## config.mk

```make
export PLATFORM = sky130hd
export DESIGN_NAME = offset_load_ctrl
export DESIGN_NICKNAME = d
export VERILOG_FILES = /design/src/rtl/offset_load_ctrl_pkg.sv /design/src/rtl/offset_load_credit.sv /design/src/rtl/offset_load_ctrl.sv
export SDC_FILE = /design/constraint.sdc
export NUM_CORES = 1
export LEC_CHECK = 0
export BUFFER_PORTS_ARGS = -buffer_cell sky130_fd_sc_hd__buf_2
export CELL_PAD_IN_SITES_DETAIL_PLACEMENT = 0
export CELL_PAD_IN_SITES_GLOBAL_PLACEMENT = 2
export CORE_MARGIN = 3
export CORE_UTILIZATION = 37
export DETAILED_ROUTE_END_ITERATION = 8
export GPL_ROUTABILITY_DRIVEN = 0
export PLACE_DENSITY_LB_ADDON = 0.1
export SYNTH_ARGS = -nofsm -noshare
export SYNTH_HDL_FRONTEND = slang
export SYNTH_HIERARCHICAL = 1
export SYNTH_SLANG_ARGS = --single-unit
```

## constraint.sdc

```tcl
create_clock -name clk -period 5.4 [get_ports clk]
set_input_delay 0 -clock clk [delete_from_list [all_inputs] [get_ports clk]]
set_output_delay 0 -clock clk [all_outputs]
set_load 0.01 [all_outputs]
```

## src/rtl/offset_load_ctrl_pkg.sv

```systemverilog
// rtl/offset_load_ctrl_pkg.sv - shared widths, beat ratio and FSM encoding for the offset table loader
package offset_load_ctrl_pkg;

  localparam int HBM_AWIDTH_DEF      = 28;
  localparam int CNT_WIDTH_DEF       = 20;
  localparam int MAX_OUTSTANDING_DEF = 64;
  localparam int OUT_WIDTH_DEF       = 7;
  localparam int CORE_NUM_DEF        = 16;
  localparam int CLEAR_CYCLES_DEF    = 2;

  // One loffset beat plus one roffset beat per URAM entry.
  localparam int BEATS_PER_ENTRY = 2;

  typedef enum logic [2:0] {
    ST_IDLE  = 3'd0,
    ST_CLEAR = 3'd1,
    ST_FETCH = 3'd2,
    ST_DRAIN = 3'd3,
    ST_DONE  = 3'd4
  } load_state_e;

endpackage

```

## src/rtl/offset_load_credit.sv

```systemverilog
// rtl/offset_load_credit.sv - outstanding-beat credit counter with limit compare and sticky underflow flag
module offset_load_credit #(
  parameter int MAX_OUTSTANDING = 64,
  parameter int OUT_WIDTH       = 7
) (
  input  logic clk,
  input  logic rst,
  input  logic clear,
  input  logic inc,
  input  logic dec,
  input  logic check,
  output logic room,
  output logic accepted,
  output logic underflow
);

  logic [OUT_WIDTH-1:0] count;
  logic                 empty;

  assign empty    = (count == '0);
  assign room     = (count < OUT_WIDTH'(MAX_OUTSTANDING));
  // A beat with nothing outstanding is dropped rather than letting the counter wrap.
  assign accepted = dec && !empty;

  always_ff @(posedge clk) begin
    if (rst) begin
      count     <= '0;
      underflow <= 1'b0;
    end else begin
      if (clear) begin
        count <= '0;
      end else begin
        count <= count + OUT_WIDTH'(inc) - OUT_WIDTH'(accepted);
      end
      if (check && dec && empty) begin
        underflow <= 1'b1;
      end
    end
  end

endmodule

```

## src/rtl/offset_load_ctrl.sv

```systemverilog
// rtl/offset_load_ctrl.sv - bulk load of the vertex-offset table from one HBM pseudo channel into the core URAMs
module offset_load_ctrl
  import offset_load_ctrl_pkg::*;
#(
  parameter int HBM_AWIDTH      = HBM_AWIDTH_DEF,
  parameter int CNT_WIDTH       = CNT_WIDTH_DEF,
  parameter int MAX_OUTSTANDING = MAX_OUTSTANDING_DEF,
  parameter int OUT_WIDTH       = OUT_WIDTH_DEF,
  parameter int CORE_NUM        = CORE_NUM_DEF,
  parameter int CLEAR_CYCLES    = CLEAR_CYCLES_DEF
) (
  input  logic                  clk,
  input  logic                  rst,
  input  logic                  start,
  input  logic [HBM_AWIDTH-1:0] base_addr,
  input  logic [CNT_WIDTH-2:0]  entry_num,
  output logic [HBM_AWIDTH-1:0] hbm_addr,
  output logic                  hbm_addr_valid,
  input  logic                  hbm_full,
  input  logic                  hbm_data_valid,
  output logic                  uram_rst,
  output logic                  load_busy,
  output logic                  load_done,
  output logic                  protocol_err,
  input  logic [CORE_NUM-1:0]   core_rst_in,
  output logic [CORE_NUM-1:0]   core_rst_out
);

  localparam int CLR_W = (CLEAR_CYCLES > 1) ? $clog2(CLEAR_CYCLES) : 1;

  load_state_e           state;
  logic [CLR_W-1:0]      clr_cnt;
  logic [HBM_AWIDTH-1:0] base_q;
  logic [CNT_WIDTH-1:0]  total_beats;
  logic [CNT_WIDTH-1:0]  issued;
  logic [CNT_WIDTH-1:0]  received;
  logic                  room;
  logic                  beat_ok;
  logic                  accept;
  logic                  issue;
  logic                  check;

  assign accept = start && ((state == ST_IDLE) || (state == ST_DONE));
  assign issue  = (state == ST_FETCH) && !hbm_full && room && (issued < total_beats);
  // Beats landing in IDLE are leftovers from an aborted load and are silently dropped.
  assign check  = (state != ST_IDLE);

  offset_load_credit #(
    .MAX_OUTSTANDING(MAX_OUTSTANDING),
    .OUT_WIDTH      (OUT_WIDTH)
  ) u_credit (
    .clk      (clk),
    .rst      (rst),
    .clear    (accept),
    .inc      (issue),
    .dec      (hbm_data_valid),
    .check    (check),
    .room     (room),
    .accepted (beat_ok),
    .underflow(protocol_err)
  );

  always_ff @(posedge clk) begin
    if (rst) begin
      state          <= ST_IDLE;
      clr_cnt        <= '0;
      base_q         <= '0;
      total_beats    <= '0;
      issued         <= '0;
      received       <= '0;
      hbm_addr       <= '0;
      hbm_addr_valid <= 1'b0;
      uram_rst       <= 1'b0;
      load_busy      <= 1'b0;
      load_done      <= 1'b0;
      core_rst_out   <= '1;
    end else begin
      // Cores stay in reset until the table is resident, so no offset read races a load write.
      core_rst_out   <= core_rst_in | {CORE_NUM{~load_done}};
      hbm_addr_valid <= issue;
      if (issue) begin
        hbm_addr <= base_q + HBM_AWIDTH'(issued);
        issued   <= issued + CNT_WIDTH'(1);
      end
      if (beat_ok) begin
        received <= received + CNT_WIDTH'(1);
      end

      case (state)
        ST_IDLE, ST_DONE: begin
          if (start) begin
            base_q      <= base_addr;
            total_beats <= CNT_WIDTH'(entry_num) * CNT_WIDTH'(BEATS_PER_ENTRY);
            issued      <= '0;
            received    <= '0;
            clr_cnt     <= '0;
            uram_rst    <= 1'b1;
            load_busy   <= 1'b1;
            load_done   <= 1'b0;
            state       <= ST_CLEAR;
          end
        end
        ST_CLEAR: begin
          if (clr_cnt == CLR_W'(CLEAR_CYCLES - 1)) begin
            uram_rst <= 1'b0;
            clr_cnt  <= '0;
            if (total_beats == '0) begin
              load_busy <= 1'b0;
              load_done <= 1'b1;
              state     <= ST_DONE;
            end else begin
              state <= ST_FETCH;
            end
          end else begin
            clr_cnt <= clr_cnt + CLR_W'(1);
          end
        end
        ST_FETCH: begin
          if (issue && ((issued + CNT_WIDTH'(1)) == total_beats)) begin
            state <= ST_DRAIN;
          end
        end
        ST_DRAIN: begin
          if (beat_ok && ((received + CNT_WIDTH'(1)) == total_beats)) begin
            load_busy <= 1'b0;
            load_done <= 1'b1;
            state     <= ST_DONE;
          end
        end
        default: state <= ST_IDLE;
      endcase
    end
  end

endmodule

```

# Word-level counts from Yosys, hierarchy flattened
# Cells that the tools add are included.
[classes]
mux = 26
bitwise_logic = 2
eq_ne = 11
addsub = 6
n_reduce_logical = 25
n_lt_le_gt_ge = 2
[ops]
columns = ["cell", "n"]
rows = [
  ["20-bit 2-to-1 mux", 6],
  ["20-bit by 1-bit adder with 20-bit output, second input constant", 2],
  ["20-bit == test", 2],
  ["28-bit by 20-bit adder with 28-bit output", 1],
  ["20-bit zero test", 1],
  ["20-bit < comparator", 1],
  ["16-bit bitwise OR", 1],
  ["3-bit 2-to-1 mux", 5],
  ["3-bit one-hot mux with 4 select lines", 1],
  ["1-bit 2-to-1 mux", 10],
  ["1-bit logical AND", 9],
  ["2-bit != test, second input constant", 4],
  ["7-bit by 1-bit adder with 7-bit output", 1],
  ["7-bit zero test", 1],
  ["7-bit < comparator, second input constant", 1],
  ["7-bit by 1-bit subtractor with 7-bit output", 1],
  ["3-bit by 2-bit == test with 1-bit output, second input constant", 2],
  ["1-bit one-hot mux with 3 select lines", 2],
  ["3-bit nonzero test", 2],
  ["5-bit AND reduction", 1],
  ["1-bit one-hot mux with 2 select lines", 2],
  ["2-bit AND reduction", 2],
  ["4-bit AND reduction", 1],
  ["2-bit OR reduction", 2],
  ["10 further kinds", 11],
]
[word_totals]
input_bits = 68
word_cells = 86
out_inout_bits = 49
reg_bits = 147

# Longest topological paths before layout
# Gate-level depths: netlist of the first run.
[depth]
ltp_word = 7
mapped_depth = 16

# Hierarchy
# The synthesis of the first run kept the hierarchy.
[by_module_without_submodules]
columns = ["module", "area_each_um2", "cells_each", "instances", "seq_area_each_um2"]
rows = [
  ["offset_load_ctrl", 7937.6, 974, 1, 2782.7],
  ["offset_load_credit", 583.1, 69, 1, 160.2],
]

# Least setup slack after synthesis of the first run
# OpenSTA, ideal clock, no wires.
[synth_timing]
kind = "reg-to-reg"
from = "register total_beats[6]"
to = "register u_credit.count[6]"
stages_incl_launch_ff = 16
synth_period_minus_slack_ps = 3056
setup_slack_ps = 2344
arrival_time_ps = 2994
t_required_ps = 5338
path_buffers = 2
cell_sequence = "dfxtp_1 clkbuf_1 inv_1 ha_1 a211oi_1 o21ai_0 o211ai_1 a21oi_1 inv_2 clkbuf_1 ha_1 fa_1 a211o_1 nand3_1 or4_1 nand3_1"
[synth_via]
elab_chain_cells = 4
[synth_lines]
columns = ["element", "line_no", "text"]
rows = [
  ["start, declared", "offset_load_ctrl.sv:34", "logic [CNT_WIDTH-1:0] total_beats;"],
  ["start signal, assigned", "offset_load_ctrl.sv:93", "total_beats <= CNT_WIDTH'(entry_num) * CNT_WIDTH'(BEATS_PER_ENTRY);"],
  ["20-bit < comparator", "offset_load_ctrl.sv:44", "assign issue = (state == ST_FETCH) && !hbm_full && room && (issued < total_beats);"],
  ["1-bit logical AND", "offset_load_ctrl.sv:44", ""],
  ["via issue", "offset_load_ctrl.sv:40", "logic issue;"],
  ["7-bit by 1-bit adder with 7-bit output", "offset_load_credit.sv:33", "count <= count + OUT_WIDTH'(inc) - OUT_WIDTH'(accepted);"],
  ["7-bit by 1-bit subtractor with 7-bit output", "offset_load_credit.sv:33", ""],
  ["end signal, assigned", "offset_load_credit.sv:33", ""],
  ["end, declared", "offset_load_credit.sv:17", "logic [OUT_WIDTH-1:0] count;"],
]
# The timed path passes the listed nets, and every way through them passes these cells.
# A chain may end at the register's enable or synchronous reset.

# Worst setup path in the final report of the first run
[layout_timing]
from = "register total_beats[5]"
to = "register u_credit.count[6]"
[layout_via]
elab_chain_cells = 4
[layout_lines]
columns = ["element", "line_no"]
rows = [
  ["20-bit < comparator", "offset_load_ctrl.sv:44"],
  ["1-bit logical AND", "offset_load_ctrl.sv:44"],
  ["7-bit by 1-bit adder with 7-bit output", "offset_load_credit.sv:33"],
  ["7-bit by 1-bit subtractor with 7-bit output", "offset_load_credit.sv:33"],
]
# No other way between the ends.

==> results of run 1 <==
## worst min-delay path by stage
stage | slack, ns | cells after the start | endpoint
4_1_cts | 0.13 | 3 | hbm_addr[9]
3_5_place_dp | 0.18 | 2 | core_rst_out[12]
3_3_place_gp | 0.18 | 2 | core_rst_out[9]
6_report | 0.12 | 3 | hbm_addr[19]
5_1_grt | 0.16 | 3 | hbm_addr[2]
2_1_floorplan | 0.07 | 1 | u_credit/underflow
## registers in the layout (all words and copies together) (netlist names)
signal	count
issued	20
total_beats	19
u_credit/underflow	1
uram_rst	1
hbm_addr_valid	1
hbm_addr	28
clr_cnt	1
load_done	1
load_busy	1
received	20
base_q	28
core_rst_out	16
u_credit/count	7
state	3
## cell families (layout without fill, tap and decap cells)
| family | count (synthesis) | after routing | synth area share, % |
|---|---|---|---|
| buffers and inverters | 95 | 267 | 4.831 |
| AND/OR/NAND/NOR | 422 | 422 | 24.60 |
| flip-flops | 147 | 147 | 34.54 |
| XOR/XNOR | 113 | 113 | 11.70 |
| multiplexers | 18 | 18 | 2.115 |
| adder cells (fa/ha/maj) | 51 | 51 | 7.665 |
| AO/OA/AOI/OAI | 197 | 197 | 14.55 |
## routing by layer
layer	GRT usage, %	share of wire, %	up-vias
met5	0	0	-
met4	4.835	1.0	0
met3	3.007	3.5	20
met2	32.65	46	160
met1	28.46	50	3656
li1	-	-	3933
## worst reg2reg max path, stage by stage (launching register included)
cell      delay, ns
dfxtp_1        0.51
inv_1          0.12
ha_1           0.33
a21o_1         0.19
a211oi_1       0.21
o21ai_0        0.15
o211ai_1       0.14
a21oi_2        0.07
buf_4          0.23
inv_2          0.10
ha_1           0.19
fa_1           0.23
a211o_1        0.15
nand3_1        0.11
or4_1          0.48
nand3_1        0.08
## power groups by stage
stage	Combinational [W]	Sequential (W)	Clock, W
2_1_floorplan	0.000877	0.00138	0
3_3_place_gp	0.00120	0.00142	0
3_5_place_dp	0.00120	0.00142	0
4_1_cts	0.00124	0.00140	0.00123
5_1_grt	0.00140	0.00142	0.00128
6_report	0.00123	0.00140	0.00121
## cell usage in the layout, fill, tap and decap left out, types with 4 or more instances in the layout
master         instances
nand2_1              152
dfxtp_1              147
buf_2                116
nor2_1               104
a21oi_1               84
dlygate4sd3_1         65
xnor2_1               63
xor2_1                49
ha_1                  49
inv_1                 43
nand3_1               30
o21ai_0               25
nand2b_1              21
nor3_1                20
a211oi_1              18
mux2i_1               18
nand4_1               17
clkbuf_16             17
nor4_1                13
a31oi_1               11
a21o_1                 9
and3_1                 9
o211ai_1               8
or3_1                  8
buf_4                  8
inv_6                  7
nor2b_1                6
nor4b_1                4
and2_1                 4
o21a_1                 4
o21bai_1               4
or4_1                  4
## stage by stage
| step | util, % | hold WS, ns | instance area (um2) |
|---|---|---|---|
| 2_1_floorplan | - | 0.07238 | 8521 |
| 3_3_place_gp | 41.75 | 0.1786 | 9281 |
| 3_5_place_dp | 41.75 | 0.1837 | 9281 |
| 4_1_cts | 47.34 | 0.1263 | 10520 |
| 5_1_grt | 47.34 | 0.1615 | 10520 |
| 6_report | 47.34 | 0.1206 | 10520 |
## timing repair
item                                   CTS  global route
buffers inserted                         0             0
endpoints found under the hold margin   65             0
hold buffers                            65             0
## area by class of cell
type                       count  area (um2)
fill                        2227       11710
tap                          280       350.3
inverter                      46       172.7
multi-input combinational    801        5175
clock inverter                15       166.4
sequential                   147        2943
clock buffer                  17       425.4
timing repair buffer         189        1291
==> flow_metrics.env, run 1 <==
export IMPL_status="finished, final reports clean"
export IMPL_setup_worst_path_end_class="flop"
export IMPL_yosysWarnings=6
export IMPL_first_global_vias=7547
export IMPL_layout_setup_ws_ns=2.069
export IMPL_tns_ns=0
export IMPL_fin_nets=1321
export IMPL_synth_top_area_share_pct=34.54
export IMPL_netlist_area_um2=8521
export IMPL_min_period_over_period_pct=61.68
export IMPL_path_buf_inv=3
export IMPL_port_buffer_count=116
export IMPL_start_util_pct=38.33
export IMPL_grt_antenna_before_repair=0
export IMPL_critPathCapture="u_credit/count[6]"
export IMPL_path_clk_slew_ns=0.07
export IMPL_final_cells=1495
export IMPL_period_needed_ns=3.331
export IMPL_hold_violations=0
export IMPL_ios=117
export IMPL_via_count=7769
export IMPL_total_power_w=0.003840
export IMPL_placedCellCount=1398
export IMPL_critPathSlowestCell="dfxtp_1"
export IMPL_fmax_mhz=300.2
export IMPL_ys_top_cells_by_area="dfxtp_1, ha_1, nand2_1"
export IMPL_combPwrFrac_pct=32.1
export IMPL_postSynthCellCount=1043
export IMPL_rr_endpoint="u_credit/count[6]"
export IMPL_grt_total_usage_pct=20.20
export IMPL_leakagePower_nw=4.244
export IMPL_finalWirelength_um=24640
export IMPL_reg2reg_depth=15
export IMPL_cts_tree="yes"
export IMPL_p_per_area_nw_per_um2=364.9
export IMPL_p_seq_share_pct=36.5
export IMPL_grt_max_degree=52
export IMPL_cts_resized=0
export IMPL_clock_sinks=147
export IMPL_core_area_um2=22230
export IMPL_drt_pass1_iter_count=5
export IMPL_die_w_um=157.8
export IMPL_final_antenna_net_count=0
export IMPL_grt_first_pass_wirelength_um=40100
export IMPL_grt_ovfl_total=0
export IMPL_peakVddDrop_uv=239.2
export IMPL_p_clk_share_pct=31.4
export IMPL_synth_top_cell_by_area="dfxtp_1"
export IMPL_rows=54
export IMPL_viasPerCell=5.197
export IMPL_dpl_worst_slack_ns=2.156
export IMPL_switching_share_pct=37.70
export IMPL_cts_root_buf="clkbuf_16"
export IMPL_cp_top_family="compound AO/OA/AOI/OAI gates"
export IMPL_power_switching_w=0.001448
export IMPL_crit_start="total_beats[5]"
export IMPL_required_ns=5.77
export IMPL_numCtsBuffers=17
export IMPL_drt_drc_violations_left=0
export IMPL_worst_pin_slew_ns=0.9196
export IMPL_hpwl_um=17400
export IMPL_synth_most_common_cell="nand2_1"
export IMPL_rsz0062_at_grt="false"
export IMPL_syn_to_final_growth_pct=23.51
export IMPL_drive_gt1_share_pct=15.47
export IMPL_die_area_um2=24890
export IMPL_arrival_ns=3.70
export IMPL_slowest_delay_ns=0.51
export IMPL_cp_max_fo=20
export IMPL_hold_path_class="in2reg"
export IMPL_synth_nets=1162
export IMPL_antennaDiodeCount=0
export IMPL_synth_seq_cells=147
export IMPL_async_flop_share_pct=0
export IMPL_relSlewSlack_pct=38.69
export IMPL_clk_latency_ns=0.43
export IMPL_clockBufferDepth=2
export IMPL_avgSynthCellArea_um2=8.169
export IMPL_dieHeight_um=157.8
export IMPL_cp_cell_sequence="inv_1 -> ha_1 -> a21o_1 -> a211oi_1 -> o21ai_0 -> o211ai_1 -> a21oi_2 -> buf_4 -> inv_2 -> ha_1 -> fa_1 -> a211o_1 -> nand3_1 -> or4_1 -> nand3_1"
export IMPL_min_from="rst"
export IMPL_wl_per_cell_um=16.48
export IMPL_synth_edff_count=0
export IMPL_synth_seq_area_share_pct=34.54
export IMPL_worstSetupPathDepth=15
export IMPL_setup_viol=0
export IMPL_htree_num_levels=4
export IMPL_worst_setup_path_type="reg2reg"
export IMPL_synth_main_ff_cell="dfxtp_1"
export IMPL_slew_violations=0
export IMPL_finClkSkew_ns=0.009390
export IMPL_drtIter0Drc=353
export IMPL_intPower_w=0.002392
export IMPL_max_cap_violations=0
export IMPL_synth_common_cells="nand2_1, dfxtp_1, nor2_1, a21oi_1, xnor2_1"
export IMPL_r2r_setup_slack_ns=2.07
export IMPL_start_kind="flop"
export IMPL_synth_cell_types=79
export IMPL_r2r_start="total_beats[5]"
Note: power is estimated with default switching activity, not from simulation.
==> run 2: changes to the inputs <==
Settings changed: CORE_UTILIZATION 37 to 35.
Clock period 5.4 ns to 3.5 ns, I/O delays scaled along.
==> run 2 against run 1 <==
- clock skew is 0.0050 ns higher
- die area is 5.5% higher
- final cell count is 3.9% higher
- total power is 56% higher
- non-clock buffer count is 19 higher
- via count is 1.1% lower
- global-route usage is 0.48 points lower
- flip-flop and latch count stayed put
- critical path depth is 1 lower
- setup slack worse by 1.6 ns
- critical path type unchanged
==> flow_metrics.env, run 2 (synthesis gave the netlist of run 1 again) <==
export IMPL_rsz0062_at_grt="false"
export IMPL_hold_path_depth=2
export IMPL_max_cap_violations=0
export IMPL_first_global_vias=7648
export IMPL_peakVddDrop_uv=310.4
export IMPL_setup_viol=0
export IMPL_reg2reg_depth=14
export IMPL_status="finished, final reports clean"
export IMPL_grt_max_degree=46
export IMPL_slowest_delay_ns=0.48
export IMPL_min_from="rst"
export IMPL_tns_ns=0
export IMPL_total_power_w=0.005994
export IMPL_cts_root_buf="clkbuf_16"
export IMPL_clock_sinks=147
export IMPL_relSlewSlack_pct=47.05
export IMPL_hold_violations=0
export IMPL_drive_gt1_share_pct=16.61
export IMPL_fin_nets=1340
export IMPL_die_area_um2=26250
export IMPL_numCtsBuffers=17
export IMPL_period_needed_ns=3.061
export IMPL_final_cell_mix="nand2_1, dfxtp_1, buf_2, nor2_1, a21oi_1"
export IMPL_grt_first_pass_wirelength_um=41280
export IMPL_cts_setup_buffers=0
export IMPL_port_buffer_count=116
export IMPL_dpl_worst_slack_ns=0.4448
export IMPL_p_per_area_nw_per_um2=559.6
export IMPL_arrival_ns=3.44
export IMPL_layout_setup_ws_ns=0.4386
export IMPL_hold_path_class="in2reg"
export IMPL_critPathSlowestCell="or4_1"
export IMPL_start_util_pct=35.98
export IMPL_finalWirelength_um=25520
export IMPL_leakagePower_nw=4.339
export IMPL_antennaDiodeCount=0
export IMPL_hpwl_um=18700
export IMPL_grt_ovfl_total=0
export IMPL_required_ns=3.88
export IMPL_final_cells=1553
export IMPL_final_antenna_net_count=0
export IMPL_syn_to_final_growth_pct=25.71
export IMPL_hold_buffers=65
export IMPL_cp_top_family="compound AO/OA/AOI/OAI gates"
export IMPL_reg_top3="base_q: 28 flops, hbm_addr: 28 flops"
export IMPL_finish_utilization_pct=45.23
export IMPL_setup_worst_path_end_class="flop"
export IMPL_min_period_over_period_pct=87.47
export IMPL_cp_max_fo=6
export IMPL_drt_drc_violations_left=0
export IMPL_rows=56
export IMPL_dieHeight_um=162.0
export IMPL_start_kind="flop"
export IMPL_drtIter0Drc=370
export IMPL_cts_resized=0
export IMPL_placedCellCount=1456
export IMPL_wl_per_cell_um=16.44
export IMPL_clk_latency_ns=0.44
export IMPL_via_count=7687
export IMPL_grt_antenna_before_repair=0
export IMPL_die_w_um=162.0
export IMPL_fmax_mhz=326.7
export IMPL_holdPathEnd="hbm_addr[14]"
export IMPL_path_clk_slew_ns=0.07
export IMPL_ios=117
export IMPL_mostFrequentLayoutCell="nand2_1"
export IMPL_core_area_um2=23680
export IMPL_rr_endpoint="u_credit/count[6]"
export IMPL_worst_pin_slew_ns=0.7943
export IMPL_r2r_start="total_beats[5]"
export IMPL_r2r_setup_slack_ns=0.44
export IMPL_cts_tree="yes"
export IMPL_drt_pass1_iter_count=5
export IMPL_worst_setup_path_type="reg2reg"
export IMPL_clockBufferDepth=2
export IMPL_path_buf_inv=2
export IMPL_cp_cell_sequence="inv_1 -> ha_1 -> a21o_1 -> a211oi_1 -> o21ai_0 -> o211ai_1 -> a21oi_2 -> inv_2 -> ha_1 -> fa_1 -> a211o_1 -> nand3_1 -> or4_1 -> nand3_1"
export IMPL_grt_total_usage_pct=19.72
export IMPL_slew_violations=0
export IMPL_htree_num_levels=4
export IMPL_finClkSkew_ns=0.01437
export IMPL_viasPerCell=4.950
## run 2: cell types whose count changed in the layout (fill, tap and decap cells not counted), moves of 2 or more
cell        change
buf_4          +19
inv_8           +4
inv_6           -3
clkinv_4        -2
clkinvlp_4      +2
## run 2: area by class of cell
| class | count | area [um2] |
|---|---|---|
| clock buffer | 18 | 429.2 |
| clock inverter | 14 | 161.4 |
| fill | 2482 | 12970 |
| inverter | 46 | 172.7 |
| multi-input combinational | 801 | 5172 |
| sequential | 147 | 2943 |
| tap | 319 | 399.1 |
| timing repair buffer | 208 | 1434 |
## run 2: how the worst max path moves through the flow
stage | from | end | slack, ns | cells past startpoint
finish | total_beats[5] | u_credit/count[6] | 0.44 | 14
global route | issued[0] | hbm_addr[22] | 0.19 | 11
CTS | total_beats[5] | u_credit/count[6] | 0.44 | 14
detailed placement | total_beats[5] | u_credit/count[6] | 0.44 | 14
global placement | total_beats[5] | u_credit/count[6] | 0.52 | 14
floorplan | total_beats[6] | u_credit/count[6] | 0.44 | 15
## run 2: per-stage QoR
stage               cell area (um2)  hold WS [ns]
floorplan                      8521       0.07238
finish                        10710        0.1301
CTS                           10710        0.1260
global route                  10710        0.1613
detailed placement             9470        0.1825
global placement               9470        0.1782
## run 2: where the power goes
part | total [W] | switching [W] | internal (W)
clock network | 0.00188 | 0.000865 | 0.00102
logic | 0.00197 | 0.00117 | 0.000799
registers | 0.00214 | 0.000230 | 0.00191
## run 2: metal layers
metal | share of wire, % | track usage, %
met1 | 50 | 27.29
met2 | 45 | 32.48
met3 | 3.1 | 2.882
met4 | 1.2 | 4.808
met5 | 0 | 0
